## src/rtl/input_buffer.sv

```systemverilog
// ---------------------------------------------------------------------------
// input_buffer
//   Memory-mapped input peripheral: synchronizes board switches, synchronizes
//   and debounces push-buttons, and captures button press edges. Register
//   contents are returned on a combinational read port so a single-cycle core
//   can complete a load in the same cycle as the address is presented.
//
//   Register map, sel = {i_addr[28], i_addr[16:12]}:
//     6'b110000  SW    synchronized switches (RO)
//     6'b110001  BTN   debounced button levels, 1 = pressed (RO)
//     6'b110010  EDGE  press-capture bits (write-1-to-clear)
//     6'b110011  MASK  interrupt mask (RW, only with INPUT_BUFFER_IRQ_EN)
//
//   Optional feature macro: INPUT_BUFFER_IRQ_EN (adds MASK and o_irq).
//
// Ports:
//   i_clk      system clock
//   i_reset    asynchronous active-low reset
//   i_wren     store strobe from LSU
//   i_addr     load/store address
//   i_data     store data
//   i_io_sw    raw switch levels (asynchronous to i_clk)
//   i_io_btn   raw buttons, active-low (0 = pressed)
//   o_rdata    read data, combinational from i_addr
//   o_hit      i_addr decodes to this block (combinational)
//   o_irq      registered |(EDGE & MASK)  [INPUT_BUFFER_IRQ_EN only]
// ---------------------------------------------------------------------------
module input_buffer #(
  parameter int unsigned NUM_BTN      = 4,
  parameter int unsigned DEBOUNCE_CNT = 50000
) (
  input  logic               i_clk,
  input  logic               i_reset,
  input  logic               i_wren,
  input  logic [31:0]        i_addr,
  input  logic [31:0]        i_data,
  input  logic [31:0]        i_io_sw,
  input  logic [NUM_BTN-1:0] i_io_btn,
  output logic [31:0]        o_rdata,
`ifdef INPUT_BUFFER_IRQ_EN
  output logic               o_hit,
  output logic               o_irq
`else
  output logic               o_hit
`endif
);

  localparam int unsigned CNT_W = $clog2(DEBOUNCE_CNT + 1);
  localparam logic [CNT_W-1:0] CNT_LAST = CNT_W'(DEBOUNCE_CNT - 1);

  localparam logic [5:0] SEL_SW   = 6'b110000;
  localparam logic [5:0] SEL_BTN  = 6'b110001;
  localparam logic [5:0] SEL_EDGE = 6'b110010;
`ifdef INPUT_BUFFER_IRQ_EN
  localparam logic [5:0] SEL_MASK = 6'b110011;
`endif

  // Address decode
  logic [5:0] w_sel;
  logic       w_edge_wr;

  assign w_sel     = {i_addr[28], i_addr[16:12]};
  assign o_hit     = i_addr[28] & i_addr[16];
  assign w_edge_wr = i_wren & (w_sel == SEL_EDGE);

  // Address/data bits this block never looks at
  logic w_unused;
  assign w_unused = &{1'b0, i_addr[31:29], i_addr[27:17], i_addr[11:0], i_data};

  // Switch two-flop synchronizer
  logic [31:0] r_sw_meta;
  logic [31:0] r_sw_sync;

  always_ff @(posedge i_clk or negedge i_reset) begin
    if (!i_reset) begin
      r_sw_meta <= '0;
      r_sw_sync <= '0;
    end else begin
      r_sw_meta <= i_io_sw;
      r_sw_sync <= r_sw_meta;
    end
  end

  // Button synchronizer on raw active-low levels; reset to 1 = released.
  // Inverting after the flops is equivalent to inverting before them.
  logic [NUM_BTN-1:0] r_btn_meta;
  logic [NUM_BTN-1:0] r_btn_sync;
  logic [NUM_BTN-1:0] w_sb;

  always_ff @(posedge i_clk or negedge i_reset) begin
    if (!i_reset) begin
      r_btn_meta <= '1;
      r_btn_sync <= '1;
    end else begin
      r_btn_meta <= i_io_btn;
      r_btn_sync <= r_btn_meta;
    end
  end

  assign w_sb = ~r_btn_sync;

  // Per-button debounce: accept a new level after DEBOUNCE_CNT consecutive
  // cycles of disagreement with the stable level
  logic [CNT_W-1:0]   r_cnt [NUM_BTN];
  logic [NUM_BTN-1:0] r_stable;
  logic [NUM_BTN-1:0] w_rise;

  always_ff @(posedge i_clk or negedge i_reset) begin
    if (!i_reset) begin
      for (int k = 0; k < int'(NUM_BTN); k++) begin
        r_cnt[k] <= '0;
      end
      r_stable <= '0;
    end else begin
      for (int k = 0; k < int'(NUM_BTN); k++) begin
        if (w_sb[k] == r_stable[k]) begin
          r_cnt[k] <= '0;
        end else if (r_cnt[k] == CNT_LAST) begin
          r_stable[k] <= w_sb[k];
          r_cnt[k]    <= '0;
        end else begin
          r_cnt[k] <= r_cnt[k] + CNT_W'(1);
        end
      end
    end
  end

  // A press is accepted on the same edge that stable goes 0->1
  always_comb begin
    w_rise = '0;
    for (int k = 0; k < int'(NUM_BTN); k++) begin
      w_rise[k] = w_sb[k] & ~r_stable[k] & (r_cnt[k] == CNT_LAST);
    end
  end

  // Edge capture, write-1-to-clear; a same-cycle set overrides the clear
  logic [NUM_BTN-1:0] r_edge;
  logic [NUM_BTN-1:0] w_clr;

  assign w_clr = w_edge_wr ? i_data[NUM_BTN-1:0] : '0;

  always_ff @(posedge i_clk or negedge i_reset) begin
    if (!i_reset) begin
      r_edge <= '0;
    end else begin
      r_edge <= (r_edge & ~w_clr) | w_rise;
    end
  end

`ifdef INPUT_BUFFER_IRQ_EN
  // Interrupt mask and registered interrupt request
  logic [NUM_BTN-1:0] r_mask;
  logic               r_irq;

  always_ff @(posedge i_clk or negedge i_reset) begin
    if (!i_reset) begin
      r_mask <= '0;
      r_irq  <= 1'b0;
    end else begin
      if (i_wren && (w_sel == SEL_MASK)) begin
        r_mask <= i_data[NUM_BTN-1:0];
      end
      r_irq <= |(r_edge & r_mask);
    end
  end

  assign o_irq = r_irq;
`endif

  // Combinational read mux
  always_comb begin
    o_rdata = '0;
    if (o_hit) begin
      case (w_sel)
        SEL_SW:   o_rdata = r_sw_sync;
        SEL_BTN:  o_rdata = 32'(r_stable);
        SEL_EDGE: o_rdata = 32'(r_edge);
`ifdef INPUT_BUFFER_IRQ_EN
        SEL_MASK: o_rdata = 32'(r_mask);
`endif
        default:  o_rdata = '0;
      endcase
    end
  end

endmodule

```

## config.mk

```make
export PLATFORM = sky130hd
export DESIGN_NAME = input_buffer
export DESIGN_NICKNAME = d
export VERILOG_FILES = /design/src/rtl/input_buffer.sv
export SDC_FILE = /design/constraint.sdc
export NUM_CORES = 1
export LEC_CHECK = 0
export BUFFER_PORTS_ARGS = -buffer_cell sky130_fd_sc_hd__buf_2
export CAP_MARGIN = 20
export CORE_UTILIZATION = 45
export DETAILED_ROUTE_END_ITERATION = 8
export PLACE_DENSITY = 0.68
export SYNTH_ARGS = -nofsm -noshare
export SYNTH_HDL_FRONTEND = slang
export SYNTH_SLANG_ARGS = --single-unit
```

## constraint.sdc

```tcl
create_clock -name i_clk -period 4.75 [get_ports i_clk]
set_clock_uncertainty 0.05 [all_clocks]
set_input_delay 1.425 -clock i_clk [delete_from_list [all_inputs] [get_ports i_clk]]
set_output_delay 1.425 -clock i_clk [all_outputs]
set_load 0.05 [all_outputs]
```

**Word-level counts from Yosys, hierarchy flattened**

Cells that the tools add are included.

- Register bits: 144
- Bits in latches: 0
- Memory bits (writable): 0
- ROM bits: 0
- Output and inout port bits: 33
- Logic and storage cells: 65
- Memories: 0

- Add/subtract/negate cells: 4
- Multiply operators: 0
- Divide/modulo/power cells: 0
- Magnitude comparators: 0
- Equality and inequality tests: 11
- Shift operators: 0
- Multiplexer cells: 11
- Bitwise logic cells: 22
- Reduce and logical (&&, ||, !) cells: 4

Operator list:

| cell | number |
|---|---|
| 2-to-1 mux 16 bit | 8 |
| case mux 32 bit (3 select lines) | 1 |
| adder 16 x 1 -> 16 bit, second input constant | 4 |
| equality test 16 bit, second input constant | 4 |
| 2-to-1 mux 32 bit | 1 |
| equality test 6 bit, second input constant | 3 |
| bitwise AND 1 bit | 10 |
| inverter 1 bit | 8 |
| inverter 4 bit | 2 |
| AND reduction 2 bit | 4 |
| bitwise AND 4 bit | 1 |
| equality test 1 bit | 4 |
| 2-to-1 mux 4 bit | 1 |
| OR 4 bit | 1 |

**Depth between registers and ports, before layout**

Gate-level depths: netlist (run 1).

- Word-level depth: 6
- Gate-level depth with buffers: 7
- Depth with buffers taken out: 5

**Worst setup path after synthesis (run 1)**

Ideal clock, no wire load.

- Kind: input to output
- Start point: in i_addr[14]
- End point: out o_rdata[11]
- Arrival: 2846 ps
- Path slack: 429 ps
- Cell stages on the path: 4
- Buffers on the path: 1
- Cells stage by stage: nand4bb_1 nor3_1 clkbuf_1 and2_1

- Word-level cells in the longest chain between the ends: 3
- Elaborated cells between the ends (all ways): 5
- Those cells by class: eq/ne: 3; mux: 2

Ends and longest elaborated chain:

| item | RTL line | RTL |
|---|---|---|
| from (decl) | 35 | `input logic [31:0] i_addr,` |
| equality test 6 bit | 174 | `case (w_sel)` |
| case mux 32 bit (3 select lines) * | 174 |  |
| 2-to-1 mux 32 bit * | 173 | `if (o_hit) begin` |
| to (decl) | 39 | `output logic [31:0] o_rdata,` |

Every way passes the cells marked *; elsewhere a longest branch is shown, timed or not.

**Final worst setup path (run 1)**

- Start point: in i_addr[14]
- End point: out o_rdata[8]

The elaborated chain is that of the path after synthesis.

==> results of run 1 <==
## cells by family (layout without fill, tap and decap cells)
kind of cell	after synthesis	after routing
flip-flops	144	144
AND/OR/NAND/NOR	220	220
multiplexers	6	6
buffers and inverters	36	139
adder cells (fa/ha/maj)	8	8
AO/OA/AOI/OAI	20	20
XOR/XNOR	52	52
## metal layers
layer  vias up  global-route usage, %  part of all wire [%]
li1       1801                      -                     -
met1      1833                   21.3                    43
met2        44                   28.9                    52
met3        12                   5.66                   3.9
met4         0                   6.23                   1.3
met5         -                      0                     0
## registers in the layout, indices dropped and copies added, names as in the netlist
register and count:
r_btn_sync 4, r_sw_sync 32, r_cnt 64, r_edge 4, r_btn_meta 4, r_stable 4
r_sw_meta 32
## final cells by class
type	instances	share of cell area (%)
clock buffers	25	7.28
clock inverters	7	0.551
inverters	23	1.27
multi-input cells	306	28.2
flip-flops and latches	144	53.1
well taps	168	3.09
repair buffers	84	6.56
## path summary, 6_finish.rpt
check / endpoint / depth (start not counted)
worst max-delay path: o_rdata[8] / 6
worst min-delay path: r_sw_sync[25] / 0
worst max register to register: r_cnt[44] / 4
worst min register to register: r_sw_sync[25] / 0
max in group asynchronous: r_sw_sync[31] / 2
min in group asynchronous: r_cnt[13] / 1
## metrics by stage
step,cells,area [um2],hold slack [ns]
2_1_floorplan,486,5690,0.281
3_3_place_gp,725,6270,0.281
3_5_place_dp,725,6270,0.285
4_1_cts,757,6810,0.296
5_1_grt,757,6810,0.307
6_report,757,6810,0.293
## placed cells by master (no fill, tap or decap), types with 11 or more instances in the layout
cell type,n
nor4_1,11
nor3_1,11
buf_2,80
nand2_1,20
xor2_1,16
xnor2_1,36
nand3_1,19
dfrtp_1,136
nand4_1,16
clkbuf_16,17
nor2_1,77
and2_1,30
inv_1,23
## power by group
group | internal (uW) | leakage [uW] | switching, uW | total (uW)
logic | 32.4 | 0.000981 | 59.0 | 91.5
clock network | 716 | 0.000267 | 458 | 1170
registers | 1270 | 0.00182 | 16.0 | 1290
total | 2020 | 0.00307 | 533 | 2550
==> run summary, run 1 <==
status: completed
final hold viol count: 0
initial antenna violation count: 0
Ys Warns: 0
gr ovfl total: 0
Post-synth EDFFs: 0
leakage: 0.00307 uW
max-cap viol count: 0
largest family of logic cells by synthesized area: simple AND/OR/NAND/NOR gates
largest net degree at the start of global routing: 94
Seq/Total Area, Yosys: 63.5%
Core Area: 12200 um2
worst slack, placed: 0.639 ns
GRT Resource Usage Total: 17.4%
post-route ant nets: 0
WS Path Type: primary input to output pin
complex-gate fraction of the synthesized area: 2.38%
RSZ-0062 raised after global routing: false
CP endpoint kind: output pin
Sink Count: 144
Adder-Cell Fraction of Synth Area: 1.76%
leading area contributor after synthesis: dfrtp_1
CP arrival: 2.61 ns
most used cell along the critical path: buf_2
maximum clock insertion buffer count: 2
Final Critical Period: 4.09 ns
full die area: 13100 um2
top cell type's share of synthesized area: 59.8%
total wire length: 10200 um
area of the multi-input gates: 1920 um2
Worst R2R Start: r_cnt[42]
input/output buffers: 81
startpoint of the worst hold path: r_sw_meta[25]
setup ws final: 0.660 ns
fmax: 245 MHz
DRT Pass-1 Iters: 4
hold crit path type: flip-flop to flip-flop
Slowest-stage cell, CP: buf_4
synthesized area: 5690 um2
Seq. cell area: 3610 um2
I/O Pins: 136
commonest cells in the netlist: dfrtp_1 (136), nor2_1 (77), xnor2_1 (36), and2_1 (30), inv_1 (23)
fraction of synthesized cell area in xor and xnor cells: 8.01%
H-tree Lvls: 4
Net Count, Synth: 597
multiplexer share of the synthesized area: 1.06%
Cell Pwr Density: 375 nW/um2
Critical Path RT: 3.27 ns
die width: 114 um
starting density of the core: 46.8%
number of global-route vias before repair: 3724
DR WL/cell: 13.4 um
post-cts sizing count: 0
Area growth syn-to-layout: 19.7%
final core occ: 56.0%
Vias/cell: 4.87
layout cells sized above 1: 21.2%
final period utilization: 86.1%
worst skew pair latency: 0.41 ns
Tot Pwr: 2550 uW
Max VDD drop: 0.277 mV
largest cells by area after synthesis: dfrtp_1 (60%), xnor2_1 (5.5%), nor2_1 (5.1%)
first-pass GRT wire length: 17400 um
R2R setup slack: 2.59 ns
Mean Syn Cell Area: 11.7 um2
Startpoint Class: primary input
CP peak stage delay: 0.27 ns
CTS buffer count: 17
CP Cell Sequence: buf_2, nand4bb_1, nor3_2, buf_4, and2_1, buf_2
cells after synthesis: 486
DR iter-0 viols: 162
Crit path max-delay family: buffers and inverters
ys async rst share: 100%
Synth cell types: 39
worst slew pin tran: 0.829 ns
RD Place Congestion: 0.815
die height: 114 um
top-count cell post-synth: dfrtp_1
Main synth FF type: dfrtp_1
CTS root buffer: clkbuf_16
Max Slew Vio Count: 0
ANT cells: 0
DRC Markers: 0
DR vias: 3690
CP Max Fanout: 28
postcts setup bufs: 0
Filler cells: 1059
clock-pin slew on the worst setup and hold paths: 0.06 ns
Seq cells post-synth: 144
setup TNS: 0 ns
Simple-Gate Fraction of Synth Area: 20.4%
FP Rows: 40
# setup viols final: 0
CP Launch Point: i_addr[14]
CTS tree: yes
CP bufs+invs: 3
hold_buf cts: 0
Total Nets Final: 687
Post-DP HPWL: 7050 um
slew margin rel.: 44.7%
No activity file was read; power rests on OpenSTA's default activity.
==> run 2: changes to the inputs <==
- clock period: 4.75 -> 5.2 ns (I/O delays scaled with it)
==> run 2 against run 1 <==
Die area did not move. Hold slack improved by 0.0017 ns. Setup slack improved by 0.11 ns. Combinational power fell by 8.4%. Utilization rose by 0.44 points. Critical path depth rose by 1. Sequential share of layout area fell by 0.42 points. Total power fell by 3.9%. First-iteration DRC count fell by 30%. Flip-flop and latch count did not move. Largest power group is now clock. Via count rose by 0.41%. Clock power barely moved.
==> run summary, run 2 (synthesis gave the netlist of run 1 again) <==
fmax: 226 MHz
startpoint of the worst hold path: r_sw_meta[9]
Max Slew Vio Count: 0 (unchanged)
max-cap viol count: 0 (unchanged)
RD Place Congestion: 0.805 (-1.2%)
final core occ: 56.4% (+0.44 points)
I/O Pins: 136 (unchanged)
# setup viols final: 0 (unchanged)
most common cell after layout, fill and taps aside: dfrtp_1
CP Cell Sequence: buf_2, nand4bb_1, buf_4, nor3_2, buf_4, and2_1, buf_2
total wire length: 10100 um (-1.1%)
final period utilization: 85.1%
layout cells sized above 1: 21.9% (+0.64 points)
DR iter-0 viols: 114 (-30%)
largest net degree at the start of global routing: 98 (+4.3%)
final hold viol count: 0 (unchanged)
Core Area: 12200 um2 (unchanged)
Slowest-stage cell, CP: buf_4
RSZ-0062 raised after global routing: false
most flop-heavy register: r_cnt
CTS root buffer: clkbuf_16
CP arrival: 2.82 ns (+0.21 ns)
DRC Markers: 0 (unchanged)
die height: 114 um (unchanged)
most frequent cells in the layout: dfrtp_1 (136), buf_2 (80), nor2_1 (77)
Total Nets Final: 688 (+0.15%)
max reg flops: 64 (unchanged)
leakage: 0.00308 uW (+0.41%)
gr ovfl total: 0 (unchanged)
worst slew pin tran: 0.867 ns (+0.0374 ns)
setup TNS: 0 ns (unchanged)
hold_buf cts: 0 (unchanged)
WS Path Type: primary input to output pin
post-cts sizing count: 0 (unchanged)
Crit path max-delay family: buffers and inverters
FP Rows: 40 (unchanged)
Max VDD drop: 0.222 mV (-20%)
Worst R2R Start: r_cnt[39]
hold_ws: 0.295 ns (+0.00170 ns)
finished layout cell area: 6860 um2 (+0.79%)
ANT cells: 0 (unchanged)
Post-DP Area: 6270 um2 (about the same)
DR vias: 3705 (+0.41%)
worst hold path cell count: 0 (unchanged)
input/output buffers: 81 (unchanged)
die width: 114 um (unchanged)
R2R setup slack: 3.04 ns (+0.45 ns)
CP Max Fanout: 28 (unchanged)
CP bufs+invs: 4 (+1)
CP endpoint kind: output pin
Cell Pwr Density: 357 nW/um2 (-4.7%)
R2R Path End: r_cnt[44]
worst skew pair latency: 0.42 ns (about the same)
full die area: 13100 um2 (unchanged)
Startpoint Class: primary input
status: completed
DRT Pass-1 Iters: 4 (unchanged)
R2R cell count: 4 (unchanged)
Critical Path RT: 3.59 ns (+0.32 ns)
Area growth syn-to-layout: 20.6%
Post-DP HPWL: 6860 um (-2.7%)
slew margin rel.: 42.2% (-2.5 points)
clock-pin slew on the worst setup and hold paths: 0.06 ns (about the same)
CTS buffer count: 17 (unchanged)
starting density of the core: 46.8% (unchanged)
CP peak stage delay: 0.27 ns (about the same)
WHS Endpoint: r_sw_sync[9]
number of global-route vias before repair: 3754 (+0.81%)
CTS tree: yes
GRT Resource Usage Total: 17.5% (+0.13 points)
hold crit path type: flip-flop to flip-flop
maximum clock insertion buffer count: 2 (unchanged)
DR WL/cell: 13.3 um (-1.3%)
Final Critical Period: 4.43 ns
postcts setup bufs: 0 (unchanged)
initial antenna violation count: 0 (unchanged)
Vias/cell: 4.89 (+0.27%)
first-pass GRT wire length: 17400 um (about the same)
Regs by FF count: r_cnt (64), r_sw_meta (32), r_sw_sync (32)
Sink Count: 144 (unchanged)
H-tree Lvls: 4 (unchanged)
post-route ant nets: 0 (unchanged)
[run 2: cell count changes in the layout (fill, tap and decap cells not counted)]
cell,before,now
clkinvlp_4,1,4
clkbuf_8,4,2
clkinv_2,6,2
inv_6,0,2
bufinv_16,0,2
buf_12,1,0
buf_4,2,4
clkinv_4,0,2
clkbuf_1,4,1
[run 2: area by class of cell]
cell class	count	area, um2
inverter	23	86.3
fill	1006	5300
clock buffer	20	457
timing repair buffer	85	442
sequential	144	3610
clock inverter	12	135
multi-input combinational	306	1920
tap	168	210
[run 2: worst max-delay path by stage]
stage,startpoint,endpoint,slack [ns],depth (start not counted)
after global placement,i_addr[14],o_rdata[7],0.80,7
final,i_addr[14],o_rdata[27],0.77,7
after detailed placement,i_addr[14],o_rdata[27],0.77,7
after global routing,i_addr[14],o_rdata[6],0.63,7
after floorplan,i_addr[14],o_rdata[11],0.61,4
after CTS,i_addr[14],o_rdata[27],0.76,7
[run 2: where the power goes]
part	internal, uW	switching, uW
Combinational	29.2	54.6
Clock	733	460
Sequential	1160	15.2
Total	1920	530
[run 2: metal layers]
layer	up-vias	track usage, %	share of wire, %
met3	17	4.82	3.6
met4	0	8.48	1.9
met1	1817	20.9	43
met5	-	0	0
met2	65	29.4	51
li1	1806	-	-
[run 2: stage by stage]
| stage | total power (uW) | cells | setup WS (ns) |
|---|---|---|---|
| 2_1_floorplan | 1230 | 486 | 0.609 |
| 3_3_place_gp | 1280 | 726 | 0.795 |
| 3_5_place_dp | 1280 | 726 | 0.766 |
| 4_1_cts | 2480 | 758 | 0.762 |
| 5_1_grt | 2540 | 758 | 0.635 |
| 6_report | 2450 | 758 | 0.775 |
==> run 3: changes to the inputs <==
- clock period: 5.2 -> 4.74 ns (I/O delays scaled with it)
==> run 3 against run 2 <==
Hold slack worse by 0.0015 ns. Die area unchanged. Flip-flop and latch count is the same. Critical endpoint is now o_rdata[7]. Critical path depth is 1 lower. Highest routed layer unchanged.
==> run summary, run 3 (synthesis gave the netlist of run 1 again) <==
startpoint of the worst hold path: r_sw_meta[25]
starting density of the core: 46.8% (unchanged)
full die area: 13100 um2 (unchanged)
CP endpoint kind: output pin
final hold viol count: 0 (unchanged)
max-cap viol count: 0 (unchanged)
ANT cells: 0 (unchanged)
die width: 114 um (unchanged)
I/O Pins: 136 (unchanged)
worst skew pair latency: 0.41 ns (about the same)
# setup viols final: 0 (unchanged)
Core Area: 12200 um2 (unchanged)
DRC Markers: 0 (unchanged)
initial antenna violation count: 0 (unchanged)
worst hold path cell count: 0 (unchanged)
Final Critical Period: 4.08 ns
most flop-heavy register: r_cnt
CTS tree: yes
WHS Endpoint: r_sw_sync[25]
GRT Resource Usage Total: 17.4% (-0.17 points)
Cell Pwr Density: 395 nW/um2 (+10%)
clock-pin slew on the worst setup and hold paths: 0.06 ns (about the same)
maximum clock insertion buffer count: 2 (unchanged)
Worst R2R Start: r_cnt[37]
RD Place Congestion: 0.815 (+1.2%)
R2R setup slack: 2.61 ns (-0.43 ns)
RSZ-0062 raised after global routing: false
DRT Pass-1 Iters: 4 (unchanged)
Sink Count: 144 (unchanged)
DR iter-0 viols: 168 (+47%)
post-cts sizing count: 0 (unchanged)
postcts setup bufs: 0 (unchanged)
DR vias: 3650 (-1.5%)
die height: 114 um (unchanged)
layout cells sized above 1: 21.5% (-0.40 points)
FP Rows: 40 (unchanged)
Total Nets Final: 687 (-0.15%)
R2R cell count: 4 (unchanged)
Startpoint Class: primary input
most common cell after layout, fill and taps aside: dfrtp_1
worst slew pin tran: 0.831 ns (-0.0356 ns)
input/output buffers: 81 (unchanged)
Critical Path RT: 3.27 ns (-0.32 ns)
most frequent cells in the layout: dfrtp_1 (136), buf_2 (80), nor2_1 (77)
Vias/cell: 4.83 (-1.1%)
DR WL/cell: 13.2 um (-0.41%)
number of global-route vias before repair: 3632 (-3.2%)
Post-DP Area: 6270 um2 (about the same)
setup TNS: 0 ns (unchanged)
Max VDD drop: 0.274 mV (+24%)
CTS buffer count: 17 (unchanged)
largest net degree at the start of global routing: 94 (-4.1%)
Max Slew Vio Count: 0 (unchanged)
max reg flops: 64 (unchanged)
R2R Path End: r_cnt[37]
slew margin rel.: 44.6% (+2.4 points)
Area growth syn-to-layout: 20.8%
total wire length: 9980 um (-0.81%)
Post-DP HPWL: 6860 um (about the same)
H-tree Lvls: 4 (unchanged)
CTS root buffer: clkbuf_16
hold crit path type: flip-flop to flip-flop
Regs by FF count: r_cnt (64), r_sw_meta (32), r_sw_sync (32)
post-route ant nets: 0 (unchanged)
leakage: 0.00309 uW (+0.27%)
final period utilization: 86.1%
status: completed
finished layout cell area: 6870 um2 (+0.11%)
CP Max Fanout: 28 (unchanged)
WS Path Type: primary input to output pin
hold_buf cts: 0 (unchanged)
CP arrival: 2.61 ns (-0.21 ns)
fmax: 245 MHz
first-pass GRT wire length: 17300 um (-0.32%)
gr ovfl total: 0 (unchanged)
run 3: report_power, final:
part / total [uW] / internal, uW / leakage, uW / switching, uW
clock: 1330 / 847 / 0.000288 / 481
sequential: 1290 / 1270 / 0.00182 / 16.1
combinational: 91.5 / 32.5 / 0.000981 / 59.0
total: 2710 / 2150 / 0.00309 / 557
run 3: worst max-delay path by stage:
stage / slack, ns / endpoint / startpoint / cells past startpoint
floorplan: 0.43 / o_rdata[11] / i_addr[14] / 4
global placement: 0.65 / o_rdata[7] / i_addr[14] / 6
detailed placement: 0.63 / o_rdata[7] / i_addr[14] / 6
CTS: 0.63 / o_rdata[7] / i_addr[14] / 6
global route: 0.54 / o_rdata[5] / i_addr[14] / 6
finish: 0.66 / o_rdata[7] / i_addr[14] / 6
run 3: layer usage:
layer,vias up,share of wire (%),global-route usage (%)
met5,-,0,0
met4,0,0.92,5.97
met3,9,3.5,5.82
met2,49,51,28.0
met1,1786,45,22.0
li1,1806,-,-
run 3: area by class of cell:
class / instances / area, um2
inverter: 23 / 86.3
timing repair buffer: 84 / 447
clock inverter: 10 / 138
tap: 168 / 210
fill: 1027 / 5290
sequential: 144 / 3610
clock buffer: 20 / 457
multi-input combinational: 306 / 1920
run 3: critical path, cell delays in order:
cell and delay, ns:
buf_2 0.09, nand4bb_1 0.24, nor3_2 0.14, buf_4 0.27, and2_1 0.16, buf_2 0.27
run 3: through the flow:
stage / instances / hold WS, ns / total power, uW / utilization (%) / setup WS (ns)
CTS: 755 / 0.297 / 2750 / 56.5 / 0.630
finish: 755 / 0.293 / 2710 / 56.5 / 0.658
detailed placement: 725 / 0.285 / 1410 / 51.6 / 0.630
floorplan: 486 / 0.281 / 1350 / - / 0.425
global route: 755 / 0.299 / 2810 / 56.5 / 0.544
global placement: 725 / 0.281 / 1400 / 51.6 / 0.654
